## config.mk

```make
export PLATFORM = sky130hd
export DESIGN_NAME = pll_lock_sequencer
export DESIGN_NICKNAME = d
export VERILOG_FILES = /design/src/rtl/pll_lock_sequencer.sv
export SDC_FILE = /design/constraint.sdc
export NUM_CORES = 1
export LEC_CHECK = 0
export ABC_AREA = 0
export BUFFER_PORTS_ARGS = -buffer_cell sky130_fd_sc_hd__buf_4
export CAP_MARGIN = 20
export CORE_MARGIN = 3
export CORE_UTILIZATION = 43
export DETAILED_ROUTE_END_ITERATION = 8
export PLACE_DENSITY = 0.73
export SLEW_MARGIN = 40
export SYNTH_ARGS = -nofsm -noshare
export SYNTH_HDL_FRONTEND = slang
export SYNTH_SLANG_ARGS = --single-unit
```

## constraint.sdc

```tcl
create_clock -name clk -period 1.7 [get_ports clk]
set_clock_uncertainty 0.1 [all_clocks]
set_input_delay 0 -clock clk [delete_from_list [all_inputs] [get_ports clk]]
set_output_delay 0 -clock clk [all_outputs]
set_load 0.02 [all_outputs]
```

## src/rtl/pll_lock_sequencer.sv

```systemverilog
// PLL power-up / recovery sequencer: holds the PLL in reset, qualifies LOCK, then releases sys_rst_n.
// Optional PLL_SEQ_BYPASS_FALLBACK_EN: FAULT runs the system from the reference clock via PLL bypass.
module pll_lock_sequencer #(
    parameter int unsigned HOLD_CYCLES   = 16,
    parameter int unsigned LOCK_TIMEOUT  = 4096,
    parameter int unsigned SETTLE_CYCLES = 256,
    parameter int unsigned MAX_RETRIES   = 3
) (
    input  logic       clk,
    input  logic       resetn,
    input  logic       pll_lock,
    input  logic       relock_req,
    output logic       pll_resetb,
    output logic       pll_bypass,
    output logic       sys_rst_n,
    output logic       locked,
    output logic       fault,
    output logic [3:0] retry_count
);

    localparam int unsigned MaxTiming =
        (HOLD_CYCLES > LOCK_TIMEOUT)
            ? ((HOLD_CYCLES > SETTLE_CYCLES) ? HOLD_CYCLES : SETTLE_CYCLES)
            : ((LOCK_TIMEOUT > SETTLE_CYCLES) ? LOCK_TIMEOUT : SETTLE_CYCLES);
    localparam int unsigned CntW = $clog2(MaxTiming) + 1;

    localparam logic [CntW-1:0] HoldLast    = CntW'(HOLD_CYCLES - 1);
    localparam logic [CntW-1:0] TimeoutLast = CntW'(LOCK_TIMEOUT - 1);
    localparam logic [CntW-1:0] SettleLast  = CntW'(SETTLE_CYCLES - 1);
    localparam logic [CntW-1:0] CntOne      = CntW'(1);
    localparam logic [3:0]      RetryMax    = 4'(MAX_RETRIES);

    typedef enum logic [2:0] {
        StHold,
        StWaitLock,
        StSettle,
        StRun,
        StFault
    } state_e;

    state_e          state_q, state_d;
    logic [CntW-1:0] cnt_q, cnt_d;
    logic [3:0]      retry_q, retry_d;
    logic            lock_meta_q, lock_s_q;
    logic            pll_resetb_q, pll_resetb_d;
    logic            sys_rst_n_q, sys_rst_n_d;
    logic            locked_q, locked_d;
    logic            fault_q, fault_d;

    logic hold_done;
    logic timeout_done;
    logic settle_done;

    assign hold_done    = (cnt_q == HoldLast);
    assign timeout_done = (cnt_q == TimeoutLast);
    assign settle_done  = (cnt_q == SettleLast);

    // pll_lock is asynchronous to clk; nothing downstream sees it before lock_s_q.
    always_ff @(posedge clk or negedge resetn) begin
        if (!resetn) begin
            lock_meta_q <= 1'b0;
            lock_s_q    <= 1'b0;
        end else begin
            lock_meta_q <= pll_lock;
            lock_s_q    <= lock_meta_q;
        end
    end

    always_comb begin
        state_d = state_q;
        retry_d = retry_q;

        if (relock_req) begin
            state_d = StHold;
            retry_d = 4'd0;
        end else begin
            case (state_q)
                StHold: begin
                    if (hold_done) begin
                        state_d = StWaitLock;
                    end
                end
                StWaitLock: begin
                    // A lock arriving on the timeout cycle still counts as a lock.
                    if (lock_s_q) begin
                        state_d = StSettle;
                    end else if (timeout_done) begin
                        if (retry_q < RetryMax) begin
                            retry_d = retry_q + 4'd1;
                            state_d = StHold;
                        end else begin
                            state_d = StFault;
                        end
                    end
                end
                StSettle: begin
                    if (!lock_s_q) begin
                        state_d = StWaitLock;
                    end else if (settle_done) begin
                        state_d = StRun;
                    end
                end
                StRun: begin
                    if (!lock_s_q) begin
                        state_d = StHold;
                    end
                end
                StFault: begin
                    state_d = StFault;
                end
                default: begin
                    state_d = StHold;
                end
            endcase
        end

        if (state_d == StRun) begin
            retry_d = 4'd0;
        end
    end

    // Counter runs only in the timed states and restarts on every transition or relock.
    always_comb begin
        cnt_d = cnt_q;
        if (relock_req || (state_d != state_q)) begin
            cnt_d = '0;
        end else if ((state_q == StHold) || (state_q == StWaitLock) || (state_q == StSettle)) begin
            cnt_d = cnt_q + CntOne;
        end
    end

    always_comb begin
        pll_resetb_d = (state_d != StHold) && (state_d != StFault);
        locked_d     = (state_d == StRun);
        fault_d      = (state_d == StFault);
`ifdef PLL_SEQ_BYPASS_FALLBACK_EN
        sys_rst_n_d  = (state_d == StRun) || (state_d == StFault);
`else
        sys_rst_n_d  = (state_d == StRun);
`endif
    end

    always_ff @(posedge clk or negedge resetn) begin
        if (!resetn) begin
            state_q      <= StHold;
            cnt_q        <= '0;
            retry_q      <= 4'd0;
            pll_resetb_q <= 1'b0;
            sys_rst_n_q  <= 1'b0;
            locked_q     <= 1'b0;
            fault_q      <= 1'b0;
        end else begin
            state_q      <= state_d;
            cnt_q        <= cnt_d;
            retry_q      <= retry_d;
            pll_resetb_q <= pll_resetb_d;
            sys_rst_n_q  <= sys_rst_n_d;
            locked_q     <= locked_d;
            fault_q      <= fault_d;
        end
    end

`ifdef PLL_SEQ_BYPASS_FALLBACK_EN
    logic pll_bypass_q, pll_bypass_d;

    assign pll_bypass_d = (state_d == StFault);

    always_ff @(posedge clk or negedge resetn) begin
        if (!resetn) begin
            pll_bypass_q <= 1'b0;
        end else begin
            pll_bypass_q <= pll_bypass_d;
        end
    end

    assign pll_bypass = pll_bypass_q;
`else
    assign pll_bypass = 1'b0;
`endif

    assign pll_resetb  = pll_resetb_q;
    assign sys_rst_n   = sys_rst_n_q;
    assign locked      = locked_q;
    assign fault       = fault_q;
    assign retry_count = retry_q;

endmodule

```

Word level (Yosys, flattened, before mapping)

Cells that the tools add are included.

Word-level logic and storage cells: 51
Input port bits: 4
Bits in registers: 25

$add $sub $neg: 2
Magnitude comparators: 1
Mux-type cells: 17
Reduce and logical (&&, ||, !) cells: 11
Equality and inequality tests: 12

Operators by type and width:

| operator                                                   | number |
|---|---|
| 2-to-1 mux 13 bit                                          | 2 |
| 2-to-1 mux 3 bit                                           | 8 |
| 2-to-1 mux 4 bit                                           | 6 |
| case mux 3 bit (5 select lines)                            | 1 |
| adder 13 x 1 -> 13 bit, second input constant              | 1 |
| equality test 13 x 12 -> 1 bit, second input constant      | 1 |
| equality test 13 x 4 -> 1 bit, second input constant       | 1 |
| equality test 13 x 8 -> 1 bit, second input constant       | 1 |
| nonzero test 3 bit                                         | 4 |
| equality test 3 x 2 -> 1 bit, second input constant        | 3 |
| equality test 3 bit, second input constant                 | 2 |
| adder 4 x 1 -> 4 bit, second input constant                | 1 |
| less-than comparator 4 x 2 -> 1 bit, second input constant | 1 |
| AND reduction 4 bit                                        | 1 |
| equality test 3 x 1 -> 1 bit, second input constant        | 1 |
| zero test 3 bit                                            | 1 |
| logical OR 1 bit                                           | 3 |
| inequality test 3 x 2 -> 1 bit, second input constant      | 1 |
| inequality test 3 bit                                      | 1 |
| inequality test 3 bit, second input constant               | 1 |
| nonzero test 2 bit                                         | 1 |
| logical AND 1 bit                                          | 1 |

Depth between registers and ports, before layout

Depth in word-level cells: 9
Gate-level depth with buffers: 7
Gate-level depth less buffers: 6

Worst setup path after synthesis

Ideal clock, no wire load.

Path kind: flip-flop to flip-flop
Start point: register retry_q[0], in the netlist retry_count[0]
End point: register cnt_q[0]
Setup slack: -0.223 ns
Library setup time: 0.074 ns
Arrival time: 1.749 ns
Stages on the path, launching flop included: 7
Required time: 1.526 ns
Cell sequence: dfrtp_1 > ha_1 > nor3_1 > mux2_2 > nand2_1 > nand3_2 > a21oi_2

Longest elaborated chain between the ends: 9

Ends and longest elaborated chain:

| what                                                    | RTL line | source |
|---|---|---|
| start, declared                                         | 43       | `logic [3:0] retry_q, retry_d;` |
| start signal, assigned                                  | 155      | `retry_q <= retry_d;` |
| less-than comparator 4 x 2 -> 1 bit *                   | 88       | `if (retry_q < RetryMax) begin` |
| 2-to-1 mux 3 bit *                                      | 88       |  |
| 2-to-1 mux 3 bit *                                      | 87       | `end else if (timeout_done) begin` |
| 2-to-1 mux 3 bit *                                      | 85       | `if (lock_s_q) begin` |
| case mux 3 bit (5 select lines) *                       | 77       | `case (state_q)` |
| 2-to-1 mux 3 bit *                                      | 73       | `if (relock_req) begin` |
| inequality test 3 bit *                                 | 125      | `if (relock_req \|\| (state_d != state_q)) begin` |
| logical OR 1 bit *                                      | 125      |  |
| 2-to-1 mux 13 bit or nonzero test 2 bit (tied branches) | -        |  |
| end signal, assigned                                    | 154      | `cnt_q <= cnt_d;` |
| end, declared                                           | 42       | `logic [CntW-1:0] cnt_q, cnt_d;` |

Mark *: on every way between the ends. The rest lies on a longest branch, timed or not.
A chain may end at the register's enable or synchronous reset.

Final worst setup path

Start point: register cnt_q[9]
End point: register cnt_q[8]

Longest elaborated chain between the ends: 8

Ends and longest elaborated chain:

| what                                                                            | RTL line |
|---|---|
| equality test 13 x 8 -> 1 bit or equality test 13 x 12 -> 1 bit (tied branches) | 56, 55 |
| 2-to-1 mux 3 bit (on tied branches)                                             | 99, 87 |
| 2-to-1 mux 3 bit (on tied branches)                                             | 97, 85 |
| case mux 3 bit (5 select lines) *                                               | 77 |
| 2-to-1 mux 3 bit *                                                              | 73 |
| inequality test 3 bit *                                                         | 125 |
| logical OR 1 bit *                                                              | 125 |
| 2-to-1 mux 13 bit or nonzero test 2 bit (tied branches)                         | - |

Marked as above.

==> impl_metrics.toml <==
[run_status]
status = "finished, violations left"
violations = "negative setup slack"

[timing]
setup_viol = 15
drv_slew = 0
hold_viol_final = 0
setup_slack_ns = -0.1312
period_share_pct = 107.7
rsz0062_at_grt = "true"
min_period_ns = 1.831
clock.fmax_ghz = 0.5461

[run]
maxCapViolCount = 0

[setup_path]
critPathRequiredTime_ns = 1.88
worstSetupPathType = "reg -> reg"
worstPathMaxFanout = 10
critPathMaxStageDelay_ns = 0.42
start_kind = "flop"
timing.rr.start = "cnt_q[9]"
cp-end-kind = "flop"
ff2ff_path_depth = 6
worstPathArrival_ns = 2.02
slowest_stage = "dfrtp_1"
crit_chain = "nand4_1 -> o41ai_4 -> o211ai_4 -> a21o_1 -> buf_12 -> a21oi_2"
setup.worst_path.start = "cnt_q[9]"

[layout]
layoutNonFillerInstCount = 228
fin_util_pct = 64.56
layout_common_cells = "buf_4, dfrtp_1, nor2_1"
drive_gt1_share_pct = 49.46
area_growth_pct = 40.23
final_common_cell = "buf_4"
n_antenna_cell = 0
final_nets = 191

[die]
fp.dieH_um = 63.87
io_pins = 13
core_area_um2 = 3128
die_area_um2 = 4079
start_util_pct = 46.04
die_w_um = 63.87
rows = 20

[pwr]
leakage_uw = 0.0008951
ir_drop_mv = 0.2839
p_per_area_nw_per_um2 = 491.8
power_uw = 993.2

[placement]
portBuffers = 11
dpl_worst_slack_ns = -0.1287
place_inst = 214
gp_congestion = 0.7751
hpwlAfterDp_um = 2299

[yosys]
synth_fa_ha_area_share_pct = 1.738
synth_compound_area_share_pct = 14.86
synth-seq-cells = 25
synth.cell_area_um2 = 1440
syn_inst = 139
syn_nets = 145
synthMuxAreaShare_pct = 2.172
synth_top_family_by_area = "simple AND/OR/NAND/NOR gates"
synth_edf_count = 0
synth_cell_types = 45
syn_avg_cell_area_um2 = 10.36
async_reset_ff_share_pct = 100.0
ys.flop_type = "dfrtp_1"
synthXorXnorAreaFrac_pct = 8.514
yosysSeqAreaShare_pct = 43.44
synth-simple-area-share_pct = 22.15
ys_warn_count = 0

[routing]
vias_per_cell = 5.311
vias = 1211
route.met2.wl_um = 1840
first_iter_violations = 67
top_layer_used = "met4"
drt_pre_antenna_iters = 4
wl_met3_um = 124
drc = 0
wl_per_cell_um = 16.06
drt-total-wl_um = 3661
ant_nets = 0
met1_length_um = 1568

[grt]
grt_max_degree = 18
grt_first_pass_wirelength_um = 5809
grtUsageTotal_pct = 18.42
antenna_found_initial = 0
grt_pass1_vias = 1223
overflow = 0

[min_path]
min_path_type = "in -> async"

[cts]
h-tree-depth = 1
cts_inserted_buffers = 3
insertion_delay_ns = 0.34
path_clk_slew_ns = 0.14
cts_tree = "done"
cts_sinks = 25
cts_buffer_depth = 2
cts_root_buffer = "clkbuf_4"
[per-stage QoR]
stage	area, um2	hold slack, ns	setup TNS, ns
floorplan	1486	-0.3956	-0.1032
global placement	1763	-0.1833	-0.2136
detailed placement	1763	-0.1767	-1.629
CTS	1883	0.1989	-1.423
global route	2019	0.1348	-3.073
finish	2019	0.08121	-1.546
[final cells by class]
class | instances | area [um2]
multi-input cells | 103 | 907.1
clock buffers | 3 | 22.52
fillers | 238 | 1109
clock inverters | 1 | 5.005
flip-flops and latches | 25 | 630.6
repair buffers | 48 | 384.1
well taps | 44 | 55.05
inverters | 4 | 15.01
[worst paths after layout]
| check | end | slack, ns |
|---|---|---|
| min in group clk | lock_meta_q | 0.20 |
| setup / recovery | cnt_q[8] | -0.13 |
| hold / removal | cnt_q[12] | 0.08 |
| setup reg to reg | cnt_q[8] | -0.13 |
| hold reg to reg | lock_s_q | 0.27 |
| max in group asynchronous | retry_count[1] | 0.64 |
[critical path: cells and delay by family, from the launching register on]
family / cells / cell delay [ns]
AO/OA/AOI/OAI: 4 / 0.90
flip-flops: 1 / 0.42
buffers and inverters: 1 / 0.15
AND/OR/NAND/NOR: 1 / 0.20
[cells by family after synthesis]
| family | after synthesis |
|---|---|
| buffers and inverters | 12 |
| and+or+nand+nor | 56 |
| AOI/OAI and AO/OA | 26 |
| DFF | 25 |
| xor gates and xnor gates | 14 |
| other | 1 |
| adders and majority gates | 2 |
| muxes | 3 |
[power breakdown]
group,switching [uW],leakage [uW],internal (uW),total [uW]
clock network,195,0.0000177,88.9,284
registers,11.1,0.000336,603,614
logic,51.4,0.000542,43.8,95.2
[cells in the mapped netlist, types with 2 or more instances]
cell | number | area, um2
dfrtp_1 | 25 | 625.6
nor2_1 | 17 | 63.81
a21oi_2 | 10 | 87.58
nand3_1 | 10 | 50.05
xor2_1 | 8 | 70.07
nand2_1 | 7 | 26.28
xnor2_1 | 6 | 52.55
inv_1 | 4 | 15.01
a21oi_1 | 3 | 15.01
clkbuf_8 | 3 | 41.29
nor3_1 | 3 | 15.01
a21o_1 | 2 | 15.01
and2_1 | 2 | 12.51
buf_4 | 2 | 15.01
buf_6 | 2 | 22.52
ha_1 | 2 | 25.02
mux2i_1 | 2 | 20.02
nand2b_1 | 2 | 12.51
o21ai_0 | 2 | 10.01
or2_2 | 2 | 12.51
[state kept, by name (all words and copies together), names as in the netlist]
| signal | count |
|---|---|
| cnt_q | 13 |
| fault | 1 |
| lock_meta_q | 1 |
| lock_s_q | 1 |
| locked | 1 |
| pll_resetb | 1 |
| retry_count | 4 |
| state_q | 3 |
[per-layer routing]
layer / vias up / global-route usage [%]
li1: 574 / -
met4: 0 / 8.086
met2: 30 / 31.23
met3: 13 / 2.109
met1: 594 / 23.51
met5: - / 0
[what timing repair did]
item | 4_1_cts | 5_1_grt
pin swaps | 0 | 3
endpoints found under the hold margin | 37 | 0
setup buffers | 0 | 4
setup endpoints to repair | 20 | 22
hold buffers | 5 | 0
cloned | 1 | 0
gates resized for setup | 7 | 20
No activity file was read; power rests on OpenSTA's default activity.
